[src/rtl/spi_flash_defs.sv]
// Shared command codes and controller state encoding for the SPI flash responder.
package spi_flash_defs;

  localparam logic [7:0] CMD_READ = 8'h03;
  localparam logic [7:0] CMD_RDID = 8'h9F;
  localparam logic [7:0] CMD_RDSR = 8'h05;

  typedef enum logic [1:0] {
    IDLE = 2'd0,
    CMD  = 2'd1,
    ADDR = 2'd2,
    DATA = 2'd3
  } state_t;

endpackage

[src/rtl/spi_sync_edge.sv]
// Two-flop synchronisers for the SPI pins, plus single-cycle SCK rise/fall pulses.
module spi_sync_edge (
  input  logic clk,
  input  logic rst,
  input  logic sck_in,
  input  logic cs_in,
  input  logic mosi_in,
  output logic cs_n,
  output logic mosi,
  output logic sck_rise,
  output logic sck_fall
);

  logic [2:0] sck_q;
  logic [1:0] cs_q;
  logic [1:0] mosi_q;

  // CS resets to the deasserted level so the responder wakes up idle.
  always_ff @(posedge clk) begin
    if (rst) begin
      sck_q  <= '0;
      cs_q   <= '1;
      mosi_q <= '0;
    end else begin
      sck_q  <= {sck_q[1:0], sck_in};
      cs_q   <= {cs_q[0], cs_in};
      mosi_q <= {mosi_q[0], mosi_in};
    end
  end

  assign cs_n     = cs_q[1];
  assign mosi     = mosi_q[1];
  assign sck_rise = sck_q[1] & ~sck_q[2];
  assign sck_fall = ~sck_q[1] & sck_q[2];

endmodule

[src/rtl/spi_flash_responder.sv]
// SPI mode-0 serial NOR flash emulator: READ / RDID / RDSR with a one-byte read prefetch.
//   state | meaning
//   IDLE  | CS high, or first cycle after CS falls; per-transaction state cleared
//   CMD   | shifting in the command byte
//   ADDR  | shifting in the 24-bit READ address, MSB first
//   DATA  | shifting response bytes out on MISO
module spi_flash_responder
  import spi_flash_defs::*;
#(
  parameter logic [23:0] JEDEC_ID   = 24'hEF4017,
  parameter logic [7:0]  STATUS_VAL = 8'h00,
  parameter logic [7:0]  FILL_BYTE  = 8'hFF
) (
  input  logic        clk_i,
  input  logic        rst_i,
  input  logic        spi_clk_i,
  input  logic        spi_cs_i,
  input  logic        spi_mosi_i,
  output logic        spi_miso_o,
  output logic        spi_miso_oe_o,
  output logic        mem_rd_o,
  output logic [23:0] mem_addr_o,
  input  logic [7:0]  mem_data_i,
  input  logic        mem_valid_i,
  output logic [7:0]  cmd_o,
  output logic        busy_o,
  output logic        underrun_o
);

  logic       cs_n, mosi, sck_rise, sck_fall;
  state_t     state, state_d;
  logic [2:0] bit_cnt, out_cnt;
  logic [1:0] byte_cnt, out_idx;
  logic [7:0] sh_in, sh_out, pf_data, in_byte, nxt_byte, cur_byte;
  logic       byte_done, boundary, nxt_under, miss, resp, is_read;
  logic       first_byte, out_valid, pf_full, fetch_busy, late;

  spi_sync_edge u_sync (
    .clk      (clk_i),
    .rst      (rst_i),
    .sck_in   (spi_clk_i),
    .cs_in    (spi_cs_i),
    .mosi_in  (spi_mosi_i),
    .cs_n     (cs_n),
    .mosi     (mosi),
    .sck_rise (sck_rise),
    .sck_fall (sck_fall)
  );

  always_ff @(posedge clk_i) begin
    if (rst_i) state <= IDLE;
    else       state <= state_d;
  end

  always_comb begin
    in_byte   = {sh_in[6:0], mosi};
    byte_done = sck_rise && (bit_cnt == 3'd7);
    boundary  = sck_fall && (out_cnt == 3'd0);
    is_read   = (cmd_o == CMD_READ);
    nxt_byte  = FILL_BYTE;
    nxt_under = 1'b0;
    if (first_byte) begin
      if (out_valid) nxt_byte = sh_out;
      else           nxt_under = 1'b1;
    end else begin
      case (cmd_o)
        CMD_READ: if (pf_full) nxt_byte = pf_data; else nxt_under = 1'b1;
        CMD_RDID: if (out_idx == 2'd1)      nxt_byte = JEDEC_ID[15:8];
                  else if (out_idx == 2'd2) nxt_byte = JEDEC_ID[7:0];
        CMD_RDSR: nxt_byte = STATUS_VAL;
        default:  nxt_byte = FILL_BYTE;
      endcase
    end
    cur_byte = (out_cnt == 3'd0) ? nxt_byte : sh_out;
    miss     = boundary && nxt_under;
    resp     = mem_valid_i && fetch_busy;

    state_d = state;
    if (cs_n) state_d = IDLE;
    else begin
      case (state)
        IDLE:    state_d = CMD;
        CMD:     if (byte_done) state_d = (in_byte == CMD_READ) ? ADDR : DATA;
        ADDR:    if (byte_done && byte_cnt == 2'd2) state_d = DATA;
        default: state_d = state;
      endcase
    end
  end

  assign spi_miso_oe_o = (state == DATA) && !cs_n;
  assign busy_o        = !cs_n;

  always_ff @(posedge clk_i) begin
    if (rst_i) begin
      spi_miso_o <= 1'b1;
      mem_rd_o   <= 1'b0;
      mem_addr_o <= '0;
      cmd_o      <= '0;
      underrun_o <= 1'b0;
      bit_cnt    <= '0;
      out_cnt    <= '0;
      byte_cnt   <= '0;
      out_idx    <= '0;
      sh_in      <= '0;
      sh_out     <= '0;
      pf_data    <= '0;
      first_byte <= 1'b1;
      out_valid  <= 1'b0;
      pf_full    <= 1'b0;
      fetch_busy <= 1'b0;
      late       <= 1'b0;
    end else begin
      mem_rd_o <= 1'b0;
      if (sck_rise) begin
        sh_in   <= in_byte;
        bit_cnt <= bit_cnt + 3'd1;
      end
      if (cs_n || state == IDLE) begin
        spi_miso_o <= 1'b1;
        bit_cnt    <= '0;
        out_cnt    <= '0;
        out_idx    <= '0;
        first_byte <= 1'b1;
        out_valid  <= 1'b0;
        pf_full    <= 1'b0;
        fetch_busy <= 1'b0;
        late       <= 1'b0;
        if (!cs_n) underrun_o <= 1'b0;
      end else begin
        case (state)
          CMD: if (byte_done) begin
            cmd_o    <= in_byte;
            byte_cnt <= '0;
            if (in_byte != CMD_READ) out_valid <= 1'b1;
            sh_out <= (in_byte == CMD_RDID) ? JEDEC_ID[23:16] :
                      (in_byte == CMD_RDSR) ? STATUS_VAL : FILL_BYTE;
          end
          ADDR: if (byte_done) begin
            mem_addr_o <= {mem_addr_o[15:0], in_byte};
            byte_cnt   <= byte_cnt + 2'd1;
            if (byte_cnt == 2'd2) begin
              mem_rd_o   <= 1'b1;
              fetch_busy <= 1'b1;
            end
          end
          DATA: begin
            if (sck_fall) begin
              spi_miso_o <= cur_byte[7];
              sh_out     <= {cur_byte[6:0], 1'b0};
              out_cnt    <= out_cnt + 3'd1;
            end
            if (boundary) begin
              first_byte <= 1'b0;
              if (out_idx != 2'd3) out_idx <= out_idx + 2'd1;
              if (nxt_under && is_read) underrun_o <= 1'b1;
            end
            // A response whose byte slot already went out as fill is dropped; fetching moves on.
            if (is_read) begin
              if (resp) begin
                fetch_busy <= 1'b0;
                if (late || miss) begin
                  late       <= 1'b0;
                  mem_rd_o   <= 1'b1;
                  mem_addr_o <= mem_addr_o + 24'd1;
                  fetch_busy <= 1'b1;
                end else if (first_byte) begin
                  sh_out     <= mem_data_i;
                  out_valid  <= 1'b1;
                  mem_rd_o   <= 1'b1;
                  mem_addr_o <= mem_addr_o + 24'd1;
                  fetch_busy <= 1'b1;
                end else begin
                  pf_data <= mem_data_i;
                  pf_full <= 1'b1;
                end
              end else begin
                if (miss) late <= 1'b1;
                if (boundary && !first_byte && pf_full) begin
                  pf_full    <= 1'b0;
                  mem_rd_o   <= 1'b1;
                  mem_addr_o <= mem_addr_o + 24'd1;
                  fetch_busy <= 1'b1;
                end
              end
            end
          end
          default: ;
        endcase
      end
    end
  end

endmodule
[config.mk]
export PLATFORM = sky130hd
export DESIGN_NAME = spi_flash_responder
export DESIGN_NICKNAME = d
export VERILOG_FILES = /design/src/rtl/spi_flash_defs.sv /design/src/rtl/spi_sync_edge.sv /design/src/rtl/spi_flash_responder.sv
export SDC_FILE = /design/constraint.sdc
export NUM_CORES = 1
export LEC_CHECK = 0
export ABC_AREA = 1
export ABC_CLOCK_PERIOD_IN_PS = 2000
export BUFFER_PORTS_ARGS = -buffer_cell sky130_fd_sc_hd__clkbuf_2
export CORE_MARGIN = 2
export CORE_UTILIZATION = 55
export DETAILED_ROUTE_END_ITERATION = 8
export GPL_TIMING_DRIVEN = 0
export PLACE_DENSITY = 0.76
export SYNTH_ARGS = -nofsm -noshare
export SYNTH_HDL_FRONTEND = slang
export SYNTH_SLANG_ARGS = --single-unit
[constraint.sdc]
create_clock -name clk_i -period 2 [get_ports clk_i]
set_clock_uncertainty 0.15 [all_clocks]
set_input_delay 0.3 -clock clk_i [delete_from_list [all_inputs] [get_ports clk_i]]
set_output_delay 0.3 -clock clk_i [all_outputs]
set_load 0.02 [all_outputs]
# Word level (Yosys, flattened, before mapping)
# Cells that the tools add are included.
word_totals:
  regBits: 82
  in_bits: 14
  output_inout_bits: 37
  wordCells: 170
classes:
  n_addsub: 5
  eq_ne: 30
  muxes: 67
  bitwise: 7
  reduce_logical: 40
op_table:
  columns: ["cell", "count"]
  rows:
  - ["24-bit 2-to-1 mux", 6]
  - ["8-bit 2-to-1 mux", 14]
  - ["24-bit case mux with 2 select lines", 1]
  - ["1-bit 2-to-1 mux", 35]
  - ["2-bit inequality test (second input constant)", 13]
  - ["24-bit by 1-bit adder with 24-bit output (second input constant)", 1]
  - ["8-bit case mux with 3 select lines", 1]
  - ["8-bit by 2-bit equality test with 1-bit output (second input constant)", 2]
  - ["8-bit by 3-bit equality test with 1-bit output (second input constant)", 2]
  - ["8-bit equality test (second input constant)", 2]
  - ["8-bit case mux with 2 select lines", 1]
  - ["2-bit nonzero test", 8]
  - ["3-bit AND reduction", 4]
  - ["4-bit AND reduction", 3]
  - ["6-bit AND reduction", 2]
  - ["5-bit AND reduction", 2]
  - ["1-bit logical AND", 9]
  - ["2-bit equality test (second input constant)", 4]
  - ["2-bit 2-to-1 mux", 4]
  - ["8-bit by 2-bit inequality test with 1-bit output (second input constant)", 1]
  - ["7-bit AND reduction", 1]
  - ["3-bit by 1-bit adder with 3-bit output (second input constant)", 2]
  - ["1-bit case mux with 2 select lines", 3]
  - ["2-bit case mux with 3 select lines", 1]
  - ["other kinds (16)", 27]

# Logic depth before layout (Yosys ltp)
depth:
  depth_word: 12
  depth_mapped: 13
  depth_no_buf: 13

# Hierarchy
# From an unflattened synthesis, not the netlist that was laid out.
unflattened:
  cells_unflattened: 715
  hier_area_um2: 4753.3
modules_own_cells:
  columns: ["mod", "instances", "cells_each", "area_per_inst_um2", "seq_area_each_um2"]
  rows:
  - ["spi_flash_responder", 1, 690, 4545.6, 1501.4]
  - ["spi_sync_edge", 1, 25, 207.7, 140.1]

# Worst setup path before layout
# Ideal clock, no wire load.
synth_path:
  kind: "reg-to-reg"
  startpoint: "register mem_addr_o[0]"
  endpoint: "register mem_addr_o[14]"
  setup_ns: 0.114
  arrival_time_ns: 1.606
  required_ns: 1.736
  path_slack_ns: 0.130
  stages_incl_launch_ff: 10
  synth_period_minus_slack_ns: 1.870
  cell_sequence: "dfxtp_1 ha_1 nand3_1 nor2_1 nand3_1 xnor2_1 nand2_1 o21ai_0 nor2_1 nor2_1"
synth_via:
  elab_chain_cells: 6
synth_rtl:
  columns: ["element", "line_no", "text"]
  rows:
  - ["start, declared", "spi_flash_responder.sv:22", "output logic [23:0] mem_addr_o,"]
  - ["start signal, assigned", "spi_flash_responder.sv:139", "mem_addr_o <= {mem_addr_o[15:0], in_byte};"]
  - ["start signal, assigned", "spi_flash_responder.sv:164", "mem_addr_o <= mem_addr_o + 24'd1;"]
  - ["start signal, assigned", "spi_flash_responder.sv:170", "mem_addr_o <= mem_addr_o + 24'd1;"]
  - ["24-bit by 1-bit adder with 24-bit output *", "spi_flash_responder.sv:164, spi_flash_responder.sv:170, spi_flash_responder.sv:181", null]
  - ["24-bit 2-to-1 mux", "spi_flash_responder.sv:166", "end else if (first_byte) begin"]
  - ["24-bit 2-to-1 mux", "spi_flash_responder.sv:161", "if (late || miss) begin"]
  - ["24-bit 2-to-1 mux *", "spi_flash_responder.sv:159", "if (resp) begin"]
  - ["24-bit 2-to-1 mux *", "spi_flash_responder.sv:158", "if (is_read) begin"]
  - ["24-bit case mux with 2 select lines *", "spi_flash_responder.sv:130", "case (state)"]
# Every way passes the cells marked *; elsewhere a longest branch is shown, timed or not. The select of a mux whose other input is x is not followed.
# A chain may end at the register's enable or synchronous reset.

# Final worst setup path
layout_path:
  startpoint: "register state[1]"
  endpoint: "output spi_miso_oe_o"
layout_via:
  elab_chain_cells: 2
layout_rtl:
  columns: ["element", "line_no", "text"]
  rows:
  - ["start, declared", "spi_flash_responder.sv:31", "state_t state, state_d;"]
  - ["start signal, assigned", "spi_flash_responder.sv:52", "else state <= state_d;"]
  - ["2-bit equality test", "spi_flash_responder.sv:90", "assign spi_miso_oe_o = (state == DATA) && !cs_n;"]
  - ["1-bit logical AND", "spi_flash_responder.sv:90", null]
  - ["end, declared", "spi_flash_responder.sv:20", "output logic spi_miso_oe_o,"]
# No other way between the ends.

==> metrics list <==
- Final setup vio count: 0
- Initial Utilization: 0.567
- The share of total power dissipated in sequential elements is 0.539.
- Launching element type of the critical path: flop
* Share of total power consumed by net switching: 0.246
- Cell with the largest stage delay on the worst path: dfxtp_2
- In the finished design, the share of the clock period the worst path needs comes to 0.984.
- Synthesized cell area: 4660 um2
- Via total after detailed routing: 5,167
- Hold depth: 3
* Detailed Place HPWL: 9620 um
* Worst reg2reg setup slack: 0.03 ns
- Once detail routing completed, the nets flagged for antenna violations numbered 0.
- CTS tree: done
* Drt total wl: 14,100 um
- The critical path goes through ha_1, clkbuf_4, inv_2, nor2_2, buf_2.
* Number of filler instances in the final layout: 746
- In this run the critical register-to-register path is launched from state[1]$_SDFFE_PP0P_.
* Antenna violations before repair: 0
- Result of the run: finished, final reports clean
- Die width: 96.0 um
- The share of total power dissipated in combinational logic is 0.041.
* Area share of the largest cell type after synthesis: 0.352
- Syn-to-layout area delta: 23.3%
- Clock latency on the worst-skew pair, taken at its later pin, is 0.37 ns.
- CP required: 1.55 ns
- Worst path max stage delay: between 0.3 and 0.4 ns
* Layout net count: 830
- GRT overflow: 0
- The floorplan step set the die height to 96.0 um.
- Share of final-layout standard cells stronger than drive strength 1: 0.235
- Syn Nets: around 740
- After floorplanning, the core was sized to cover 8220 um2.
- Floorplan die area: 9220 um2
* Final critical path time including I/O delays and setup: 1.97 ns
- Excluding fillers, the count of instances in the completed layout stands at 913.
* Flops & latches, synth: 82
- Timing would allow up to 508 MHz.
- The share of the Yosys chip area taken by registers is 0.352.
- Measured in cells, the most critical reg-to-reg path has a length of 12.
- Tightest Pin Transition: around 0.61 ns
- Detail-routed via count per cell: between 5 and 6
* Setup repair after global routing missed its margin: true
- The H-tree generated during clock tree synthesis spans 3 levels.
* Relative slew slack: 0.591
- Largest net degree at the start of global routing: 16
- After synthesis, the netlist uses 37 different library cells.
- Arrival time at the worst endpoint: 1.52 ns
- The detailed router finished its first iteration with ~430 violations.
- Cell taking the most area after synthesis: dfxtp_1
- The internal power of the cells totals 2.31 mW.
- Number of iterations in the first detailed-routing pass: 5
- Total instance count after detailed placement: 869
* Syn. warnings: 0
* Worst-path fanout max: 8
- Switching power of the nets: 755 uW
* Hold path endpoint: pf_data[3]$_SDFFE_PP0P_
* Endpoint type of the worst setup path: output pin
- For this run, design rule violations remaining after detail routing come to 0.
- Number of I/O pins: around 50
- The congestion estimate from routability-driven global placement came to 0.939.
- Top cells by area, synth: dfxtp_1 35%, nand2_1 12%, nor2_1 8.7%
* Wire length per cell: 15.5 um
- Of the total power, the clock network draws 0.419.
- For this design the ratio of total power to cell area is approximately 530 nW/um2.
- The longest clock path from root to sink contains 2 buffers.
* Synth Area per Inst: about 6.5 um2
- The max-slew violation count came to 0.
- Number of buffers added on ports: 50
* Setup total negative slack: 0 ns
- Vias in the first global route: between 4,000 and 5,000
* Worst hold path startpoint: mem_data_i[3]
- Worst vdd ir: around 0.52 mV
- Ant. Diodes: 0
- After technology mapping, the gate count stands at a little over 700.
- Number of placement rows: 33
- For this design, the sink count on the clock tree is 82.
- In this run the critical register-to-register path is captured at mem_addr_o[10]$_SDFFE_PP0P_.
- After clock tree synthesis, the clock-pin slew on the worst setup and hold paths is 0.09 ns.
- The number of hold-slack violations in the final timing report came to 0.
- Leakage power: around 2.3 nW
- Number of clock buffers inserted by TritonCTS: 9
* Clock root cell: clkbuf_8
- The first global-routing pass estimated around 21,000 um of wire.
* Worst min-delay path class: input pin to flop
- GRT Util Overall: 0.296
- Max cap viols: 0
- Type of the worst setup path: flop to output pin
==> layout by cell type (no fill, tap or decap), types with 3 or more instances in the layout <==
| master | Yosys | final |
|---|---|---|
| clkbuf_1 | 14 | 10 |
| clkbuf_2 | 0 | 53 |
| a21oi_2 | 3 | 3 |
| nand3_2 | 1 | 3 |
| nand2_1 | 155 | 148 |
| o21ai_2 | 2 | 3 |
| o21ai_0 | 74 | 73 |
| nand2_4 | 2 | 5 |
| a21oi_1 | 60 | 59 |
| inv_1 | 75 | 64 |
| xor2_1 | 5 | 5 |
| a211oi_1 | 3 | 3 |
| nor3_2 | 1 | 5 |
| o21ai_1 | 11 | 11 |
| nand4_1 | 7 | 7 |
| nand3b_1 | 6 | 6 |
| nand2_2 | 3 | 7 |
| nand3_1 | 33 | 31 |
| or2_2 | 5 | 5 |
| clkbuf_8 | 0 | 10 |
| ha_1 | 13 | 8 |
| nor2_2 | 2 | 4 |
| buf_4 | 0 | 22 |
| clkinv_4 | 0 | 3 |
| ha_4 | 0 | 3 |
| nor2_1 | 108 | 102 |
| nor4_1 | 3 | 3 |
| inv_2 | 2 | 11 |
| dfxtp_2 | 0 | 20 |
| xnor2_1 | 3 | 3 |
| dfxtp_1 | 82 | 61 |
| nor3_1 | 19 | 14 |
| a31oi_1 | 3 | 3 |
| dlygate4sd3_1 | 0 | 3 |
| nor2_4 | 4 | 9 |
| clkbuf_4 | 0 | 3 |
==> power by group through the flow <==
stage          Combinational (mW)  Clock, mW  Sequential (mW)
2_1_floorplan              0.0670          0             1.69
3_3_place_gp                0.106          0             1.69
3_5_place_dp                0.109          0             1.69
4_1_cts                     0.117       1.30             1.66
5_1_grt                     0.139       1.35             1.66
6_report                    0.127       1.29             1.66
==> final cells by class <==
cell class	instances	area, um2	share of cell area
buffer	22	143	0.0248
clock buffer	10	138	0.0240
clock inverter	6	75.1	0.0131
inverter	78	305	0.0531
multi-input combinational	533	2790	0.485
sequential	82	1670	0.291
tap	105	131	0.0229
timing repair buffer	77	495	0.0862
==> metrics by stage <==
step           utilization  total power [mW]  setup WS [ns]  area, um2  hold WS [ns]
4_1_cts              0.657              3.07       -0.00243       5400        0.0371
6_report             0.699              3.07         0.0329       5750        0.0409
3_5_place_dp         0.613              1.80         -0.192       5040         0.248
2_1_floorplan            -              1.76          0.130       4660         0.238
5_1_grt              0.699              3.15        -0.0553       5750        0.0486
3_3_place_gp         0.613              1.80         -0.119       5040         0.243
==> metal layers <==
layer	global-route usage	wire, um	up-vias
li1	-	-	2513
met1	0.397	6330	2435
met2	0.493	6740	202
met3	0.0454	892	17
met4	0.0869	166	0
met5	0	0	-
==> how the worst max path moves through the flow <==
stage,startpoint,end,slack (ns),cells after the start
after floorplan,mem_addr_o[0]$_SDFFE_PP0P_,mem_addr_o[14]$_SDFFE_PP0P_,0.13,9
after global placement,out_cnt[0]$_SDFFE_PP0P_,mem_addr_o[23]$_SDFFE_PP0P_,-0.12,12
after detailed placement,out_cnt[0]$_SDFFE_PP0P_,mem_addr_o[23]$_SDFFE_PP0P_,-0.19,12
after CTS,cmd_o[6]$_SDFFE_PP0P_,mem_addr_o[23]$_SDFFE_PP0P_,-0.002,12
after global routing,out_cnt[0]$_SDFFE_PP0P_,mem_addr_o[18]$_SDFFE_PP0P_,-0.06,12
final,state[1]$_SDFFE_PP0P_,spi_miso_oe_o,0.03,5
==> state kept, by name, indices dropped and copies added (netlist names), 2 cells and up <==
signal	count
mem_addr_o	24
cmd_o	8
pf_data	8
sh_out	8
sh_in	7
bit_cnt	3
out_cnt	3
u_sync.sck_q	3
byte_cnt	2
out_idx	2
state	2
u_sync.cs_q	2
u_sync.mosi_q	2
==> Yosys cell counts <==
cell type / instances
a21oi_1: 60
clkbuf_1: 14
nand4_2: 1
inv_4: 1
o21ai_2: 2
xnor2_1: 3
a21oi_2: 3
nor2_2: 2
inv_1: 75
o21a_1: 1
xor2_1: 5
nor2_1: 108
inv_2: 2
o21ai_0: 74
nand3b_1: 6
nor2_4: 4
buf_2: 5
a211oi_1: 3
o21ai_1: 11
o211a_1: 1
nor4_1: 3
or2_2: 5
nor3_1: 19
ha_1: 13
nand2_2: 3
nand3_1: 33
a21oi_4: 1
buf_6: 3
o31ai_1: 1
nand2_4: 2
nand4_1: 7
nand3_2: 1
a31oi_1: 3
nor3_2: 1
dfxtp_1: 82
o21bai_1: 1
nand2_1: 155
==> kinds of logic (layout without fill, tap and decap cells) <==
logic type / count (synthesis) / after routing / share of synthesized area
AND/OR/NAND/NOR: 350 / 351 / 0.326
AO/OA/AOI/OAI: 161 / 161 / 0.185
buffers and inverters: 100 / 193 / 0.0873
flip-flops: 82 / 82 / 0.352
adder cells (fa/ha/maj): 13 / 13 / 0.0349
XOR/XNOR: 8 / 8 / 0.0150
==> timing repair <==
action	CTS	global route
cloned	1	2
hold endpoints to repair	3	0
pin swaps	8	15
endpoints found under the setup margin	46	49
hold buffers	3	0
gates resized for setup	23	71
buffers inserted	6	16
==> critical path, delay by kind of cell (launching register included) <==
family        cells  cell delay (ns)
buf+inv           3             0.48
simple gates      1             0.14
flops             1             0.37
fa+ha+maj         1             0.16
(Power assumes the default switching activity.)
